**src/rtl/rv32i_types.sv**
```systemverilog
// Shared rename-stage types: default register counts, physical register ID and
// the valid+ID handoff used between rename and commit.
package rv32i_types;

  localparam int NUM_PREGS_DEF = 64;
  localparam int NUM_AREGS_DEF = 32;
  localparam int PREG_W_DEF    = $clog2(NUM_PREGS_DEF);

  typedef logic [PREG_W_DEF-1:0] preg_t;

  typedef struct packed {
    logic  valid;
    preg_t preg;
  } preg_req_t;

endpackage

```
**src/rtl/circ_ptr.sv**
```systemverilog
// Wrap-bit circular pointer: MSB distinguishes laps, low bits index storage.
// Reset beats load, load beats increment.
module circ_ptr #(
  parameter int               PTR_W   = 6,
  parameter logic [PTR_W-1:0] RST_VAL = '0
) (
  input  logic             clk_i,
  input  logic             rst_i,
  input  logic             inc_i,
  input  logic             load_i,
  input  logic [PTR_W-1:0] load_val_i,
  output logic [PTR_W-1:0] ptr_o
);

  logic [PTR_W-1:0] ptr_q;
  logic [PTR_W-1:0] ptr_d;

  // Capacity is a power of two, so natural overflow of the full-width add wraps
  // the index and toggles the wrap bit together.
  always_comb begin
    ptr_d = ptr_q;
    if (load_i)     ptr_d = load_val_i;
    else if (inc_i) ptr_d = ptr_q + PTR_W'(1);
  end

  always_ff @(posedge clk_i) begin
    if (rst_i) ptr_q <= RST_VAL;
    else       ptr_q <= ptr_d;
  end

  assign ptr_o = ptr_q;

endmodule

```
**src/rtl/free_list_param.sv**
```systemverilog
// Parametrised physical-register free list (circular FIFO of free preg IDs).
// Define FREE_LIST_FLUSH_EN to enable retire-head tracking and flush rollback.
module free_list_param
  import rv32i_types::*;
#(
  parameter int NUM_PREGS = NUM_PREGS_DEF,
  parameter int NUM_AREGS = NUM_AREGS_DEF,
  parameter int PREG_W    = $clog2(NUM_PREGS),
  parameter int DEPTH     = NUM_PREGS - NUM_AREGS
) (
  input  logic                   clk,
  input  logic                   rst,
  input  logic                   deq_req,
  output logic                   deq_ready,
  output logic [PREG_W-1:0]      deq_preg,
  input  logic                   enq_valid,
  input  logic [PREG_W-1:0]      enq_preg,
  input  logic                   commit_alloc,
  input  logic                   flush,
  output logic [$clog2(DEPTH):0] count,
  output logic                   overflow_err,
  output logic                   underflow_err
);

  localparam int PW = $clog2(DEPTH) + 1;
  localparam int IW = PW - 1;

  logic [PREG_W-1:0] mem_q [DEPTH];
  logic [PW-1:0]     head, tail;
  logic [PW-1:0]     head_load_val;
  logic              head_load;
  logic              overflow_q, underflow_q;
  logic              empty, full;
  logic              enq_nonzero, enq_ok, deq_fire;

  assign count       = tail - head;
  assign empty       = (count == '0);
  assign full        = (count == PW'(DEPTH));
  assign deq_ready   = !empty;
  assign deq_preg    = mem_q[head[IW-1:0]];
  assign enq_nonzero = enq_valid && (enq_preg != '0);
  assign enq_ok      = enq_nonzero && !full;

`ifdef FREE_LIST_FLUSH_EN
  logic [PW-1:0] retire_head;
  logic          retire_inc;

  // Retire head may only catch up to head, never overtake it.
  assign retire_inc    = commit_alloc && !flush && (retire_head != head);
  assign head_load     = flush;
  assign head_load_val = retire_head + PW'(commit_alloc);
  assign deq_fire      = deq_req && deq_ready && !flush;

  circ_ptr #(.PTR_W(PW), .RST_VAL('0)) u_retire_ptr (
    .clk_i      (clk),
    .rst_i      (rst),
    .inc_i      (retire_inc),
    .load_i     (1'b0),
    .load_val_i ('0),
    .ptr_o      (retire_head)
  );
`else
  logic unused_flush_sigs;

  assign unused_flush_sigs = commit_alloc ^ flush;
  assign head_load         = 1'b0;
  assign head_load_val     = '0;
  assign deq_fire          = deq_req && deq_ready;
`endif

  circ_ptr #(.PTR_W(PW), .RST_VAL('0)) u_head_ptr (
    .clk_i      (clk),
    .rst_i      (rst),
    .inc_i      (deq_fire),
    .load_i     (head_load),
    .load_val_i (head_load_val),
    .ptr_o      (head)
  );

  // Tail starts one full lap ahead of head: the list begins full.
  circ_ptr #(.PTR_W(PW), .RST_VAL(PW'(DEPTH))) u_tail_ptr (
    .clk_i      (clk),
    .rst_i      (rst),
    .inc_i      (enq_ok),
    .load_i     (1'b0),
    .load_val_i ('0),
    .ptr_o      (tail)
  );

  always_ff @(posedge clk) begin
    if (rst) begin
      for (int i = 0; i < DEPTH; i++) mem_q[i] <= PREG_W'(NUM_AREGS + i);
    end else if (enq_ok) begin
      mem_q[tail[IW-1:0]] <= enq_preg;
    end
  end

  // Full is judged before this cycle's dequeue, so full+deq+enq still overflows.
  always_ff @(posedge clk) begin
    if (rst) begin
      overflow_q  <= 1'b0;
      underflow_q <= 1'b0;
    end else begin
      if (enq_nonzero && full) overflow_q  <= 1'b1;
      if (deq_req && empty)    underflow_q <= 1'b1;
    end
  end

  assign overflow_err  = overflow_q;
  assign underflow_err = underflow_q;

endmodule

```
**config.mk**
```make
export PLATFORM = sky130hd
export DESIGN_NAME = free_list_param
export DESIGN_NICKNAME = d
export VERILOG_FILES = /design/src/rtl/rv32i_types.sv /design/src/rtl/circ_ptr.sv /design/src/rtl/free_list_param.sv
export SDC_FILE = /design/constraint.sdc
export NUM_CORES = 1
export LEC_CHECK = 0
export BUFFER_PORTS_ARGS = -buffer_cell sky130_fd_sc_hd__buf_2
export CORE_MARGIN = 2
export CORE_UTILIZATION = 60
export DETAILED_ROUTE_END_ITERATION = 16
export PLACE_DENSITY = 0.74
export SYNTH_ARGS = -nofsm -noshare
export SYNTH_HDL_FRONTEND = slang
export SYNTH_HIERARCHICAL = 1
export SYNTH_SLANG_ARGS = --single-unit
```
**constraint.sdc**
```tcl
create_clock -name clk -period 8 [get_ports clk]
set_input_delay 1.2 -clock clk [delete_from_list [all_inputs] [get_ports clk]]
set_output_delay 1.2 -clock clk [all_outputs]
set_load 0.01 [all_outputs]
```
# == Yosys cells after proc, flatten, opt, wreduce, memory -nomap -nowiden ==
# Memories as Yosys holds them, arrays and structs flattened. A register that Yosys moved wholly into a read port is not among the register bits.
# Cells that the tools add are included.
# op_classes
n_addsub,3
mul,0
div_mod_pow,0
magnitude_cmp,0
n_eq_ne,1
shift,0
n_mux,10
n_bitwise,0
reduce_logical,10
# op_table
cell,n
5-bit 2-to-1 mux,3
"6-bit by 1-bit adder with 6-bit output, second input constant",2
"6-bit == test, second input constant",1
6-bit logical NOT,1
1-bit 2-to-1 mux,6
6-bit 2-to-1 mux,1
6-bit nonzero test,1
6-bit OR reduction,1
6-bit subtractor,1
1-bit logical AND,5
1-bit logical NOT,2
# word_totals
ff_bits,14
latchBits,0
ramBits,192
rom_bits,0
inputBits,12
out_inout_bits,15
wordCells,29
mem_count,1
# memory_table
memory,depth,width,read_ports,rd_clocked_by_memory_dff,wr,line_no,source
mem_q,32,6,1,1,32,free_list_param.sv:28,logic [PREG_W-1:0] mem_q [DEPTH];

# == Logic depth before layout (Yosys ltp) ==
# logic_depth
ltp_word,9
mapped_depth,14
mapped_depth_nobuf,12

# == By module ==
# The synthesis kept the hierarchy.
# by_module_without_submodules
mod,n_inst,cells_per_inst,area_each_um2
free_list_param,1,790,10089.7
circ_ptr (u_tail_ptr),1,33,315.3
circ_ptr (u_head_ptr),1,32,299.0

# == Worst setup path before layout ==
# Ideal clock, no wire load.
# synth_path
kind,register to register
start,reg u_head_ptr.ptr_q[1] (netlist: u_head_ptr/ptr_o[1])
end,reg u_head_ptr.ptr_q[5] (netlist: u_head_ptr/ptr_o[5])
setup_ps,91
arrival_time_ps,3586
t_required_ps,7909
setup_slack_ps,4323
path_stages_with_launch,13
synth_period_minus_slack_ps,3677
cell_sequence,dfxtp_1 -> buf_1 -> buf_2 -> inv_1 -> fa_1 -> xor2_2 -> nor4_1 -> mux2_4 -> and2_1 -> a21boi_0 -> nand3_2 -> or3_1 -> a311oi_1
# synth_via
elab_chain_len,4
# synth_lines
item,line_no,source
from (decl),circ_ptr.sv:15,logic [PTR_W-1:0] ptr_q;
from (signal assigned),circ_ptr.sv:28,else ptr_q <= ptr_d;
6-bit subtractor,free_list_param.sv:36,assign count = tail - head;
named net count[2],free_list_param.sv:20,"output logic [$clog2(DEPTH):0] count,"
6-bit logical NOT,free_list_param.sv:37,assign empty = (count == '0);
1-bit logical NOT,free_list_param.sv:39,assign deq_ready = !empty;
1-bit logical AND,free_list_param.sv:68,assign deq_fire = deq_req && deq_ready;
named net deq_fire,free_list_param.sv:34,"logic enq_nonzero, enq_ok, deq_fire;"
# The timed path passes the listed nets, and every way through them passes these cells.
# A chain may end at the register's enable or synchronous reset.

# == Worst setup path after layout ==
# layout_path
start,reg u_head_ptr.ptr_q[1] (netlist: u_head_ptr/ptr_o[1])
end,reg u_tail_ptr.ptr_q[5] (netlist: u_tail_ptr/ptr_o[5])
# layout_via
elab_chain_len,4
# layout_lines
item,line_no,source
6-bit subtractor,free_list_param.sv:36,
6-bit == test,free_list_param.sv:38,assign full = (count == PW'(DEPTH));
1-bit logical NOT,free_list_param.sv:42,assign enq_ok = enq_nonzero && !full;
1-bit logical AND,free_list_param.sv:42,
named net enq_ok,free_list_param.sv:34,
to (signal assigned),circ_ptr.sv:28,
to (decl),circ_ptr.sv:15,
# The timed path passes the listed nets, and every way through them passes these cells.

==> impl_metrics.yaml <==
cells_and_area:
  final_cell_mix: "edfxtp_1 (192), nand4_1 (116), nand2_1 (81)"
  design_area_um2: 11700
  layout_commonest_cell: "edfxtp_1"
  finalCoreUtilization: 0.673
  fill_cells: 1201
  drive_gt1_frac: 0.185
  fin_nets: 862
  diodes: 0
  area_growth_pct: 9.15
worst_setup_path:
  timing.critical_path.buf_inv: 2
  crit_fanout: 102
  critical_path.top_delay_family: "compound AO/OA/AOI/OAI gates"
  worstPathCellList: "buf_4 > inv_1 > fa_1 > a21o_1 > a21oi_1 > xor2_1 > o211a_4 > nor2_1 > and3_1 > a2111oi_2 > and3b_1"
  slowest_delay_ns: 0.98
  end_kind: "flop"
  crit_path_start_kind: "flop"
  slowest_stage: "o211a_4"
  critPathArrivalTime_ns: 5.05
  path_class: "reg -> reg"
  worstPathRequired_ns: 8.39
global_route:
  grt.overflow.total: 0
  grt_pass1_wl_um: 42700
  antenna_found_initial: 0
  grt_max_degree: 125
  grt_pass1_vias: 7405
  grt_use_total: 0.311
sta:
  rsz0062_at_grt: "no"
  fin_crit_sh: 0.582
  finalCriticalPeriod_ns: 4.66
  hold_viol: 0
  timing.fmax_mhz: 215
  slew_viol_final: 0
  fin_skew_ns: 0.0240
  worst_slew_pin_slew_ns: 1.29
  setup_viol: 0
  tns_ns: 0
  slew_headroom: 0.140
placement:
  io_buffers: 24
  place_hpwl_um: 16700
  place_congestion: 0.833
  placed_cell_area_um2: 10900
synth:
  synth_top_area_share: 0.539
  yosysUniqueCellTypes: 56
  synth_area_um2: 10700
  synth_enable_flop_cells: 192
  syn_avg_cell_area_um2: 12.5
  synth_ff_type: "edfxtp_1"
  seq_area_frac_synth: 0.565
  async_flop_share: 0
  synth_warnings: 6
  synth.ff_latch_count: 206
  synthTopCellsByArea: "edfxtp_1 (54%), mux4_2 (13%), nand4_1 (6.8%), nor3_1 (2.9%), nand2_1 (2.8%)"
  synthCells: 855
  yosysTopAreaCell: "edfxtp_1"
floorplan:
  dieArea_um2: 18900
  initial_core_util: 0.617
  fp.dieW_um: 138
  io_pins: 27
  core_um2: 17400
  die_height_um: 138
  placementRows: 48
power:
  cellPowerDensity_nw_per_um2: 229
  ir_drop_mv: 0.168
  leakage_nw: 3.38
clock_network:
  postCtsSetupBuffers: 0
  cts-root-buf: "clkbuf_16"
  clkTransAtPathRegs_ns: 0.06
  cts.repair.resized: 0
  hold_buffers: 0
  htree_levels: 1
  clock_sinks: 206
  cts_buffer_depth: 3
  clkLatencyLatePin_ns: 0.52
  numCtsBuffers: 23
  tritoncts: "built"
drt:
  drc_errors: 0
  dr.pass1.iters: 6
  postRouteAntennaNets: 0
  drt_iter0_drc: 1324
  via_per_inst: 7.15
  totalWireLength_um: 28500
  routed-via-count: 7750
  wl_per_cell_um: 26.3
job:
  cap_violations: 0
status:
  outcome: "finished, final reports clean"
hold_path:
  hold_class: "reg -> reg"
## cells by family (layout without fill, tap and decap cells)
group                      Yosys count  after routing  synth area share
AOI/OAI and AO/OA                   55             55            0.0340
xor gates and xnor gates            12             12            0.0105
adders and majority gates            8              8            0.0101
buffers and inverters              108             95            0.0438
DFF                                206            206             0.565
muxes                               67             67             0.133
other                                1             18          0.000350
and+or+nand+nor                    398            398             0.203
## layout make-up
class                      count  area, um^2  area share
clock inverter                13         179      0.0153
tap                          225         282      0.0241
clock buffer                  29         598      0.0512
timing repair buffer          40         240      0.0206
inverter                      13        48.8     0.00418
multi-input combinational    558        4290       0.367
sequential                   206        6050       0.518
## layer usage
metal | track usage | share of wire | vias up
met5 | 0 | 0 | -
met4 | 0.117 | 0.037 | 0
met3 | 0.0732 | 0.13 | 82
met2 | 0.491 | 0.47 | 570
met1 | 0.425 | 0.36 | 3772
li1 | - | - | 3326
## synthesized netlist by cell type, drive strengths merged (3+ instances only)
cell and count:
a211oi 6, and2 16, and3 4, and3b 3, and4 12, buf 37, clkbuf 58, dfxtp 14
edfxtp 192, ha 7, inv 12, mux2 3, mux2i 4, mux4 60, nand2 81, nand3 40
nand4 116, nor2 33, nor2b 6, nor3 61, nor3b 4, nor4 12, nor4b 3, o21ai 35
xor2 11
## sequential cells by signal (all words and copies together), names as in the netlist
name	cells
mem_q	192
u_head_ptr/ptr_o	6
u_tail_ptr/ptr_o	6
overflow_err	1
underflow_err	1
## where the power goes
part / total (mW) / internal [mW] / switching, mW
clock: 1.09 / 0.662 / 0.431
combinational: 0.364 / 0.117 / 0.248
sequential: 1.22 / 1.20 / 0.0174
total: 2.68 / 1.98 / 0.696
## per-stage QoR
step / total power [mW] / std cells / setup WS [ns] / hold WS, ns
finish: 2.68 / 1084 / 3.34 / 0.465
global route: 2.74 / 1084 / 3.00 / 0.503
CTS: 2.67 / 1084 / 3.34 / 0.472
detailed placement: 1.60 / 1042 / 3.33 / 0.459
global placement: 1.59 / 1042 / 3.52 / 0.446
floorplan: 1.49 / 872 / 4.32 / 0.490
## path summary, 6_finish.rpt
kind	from	endpoint	slack, ns	depth (start not counted)
hold / removal	underflow_err$_SDFFE_PP0P_	underflow_err$_SDFFE_PP0P_	0.46	1
hold reg to reg	underflow_err$_SDFFE_PP0P_	underflow_err$_SDFFE_PP0P_	0.46	1
setup reg to reg	u_head_ptr/ptr_o[1]$_SDFFE_PP0P_	u_tail_ptr/ptr_o[5]$_SDFFE_PP1P_	3.34	11
setup / recovery	u_head_ptr/ptr_o[1]$_SDFFE_PP0P_	u_tail_ptr/ptr_o[5]$_SDFFE_PP1P_	3.34	11
## worst register-to-register path, stage by stage, from the launching register on
cell	delay, ns
dfxtp_2	0.31
buf_4	0.61
inv_1	0.21
fa_1	0.52
a21o_1	0.19
a21oi_1	0.17
xor2_1	0.40
o211a_4	0.98
nor2_1	0.31
and3_1	0.32
a2111oi_2	0.31
and3b_1	0.22
Note: power is estimated with default switching activity, not from simulation.
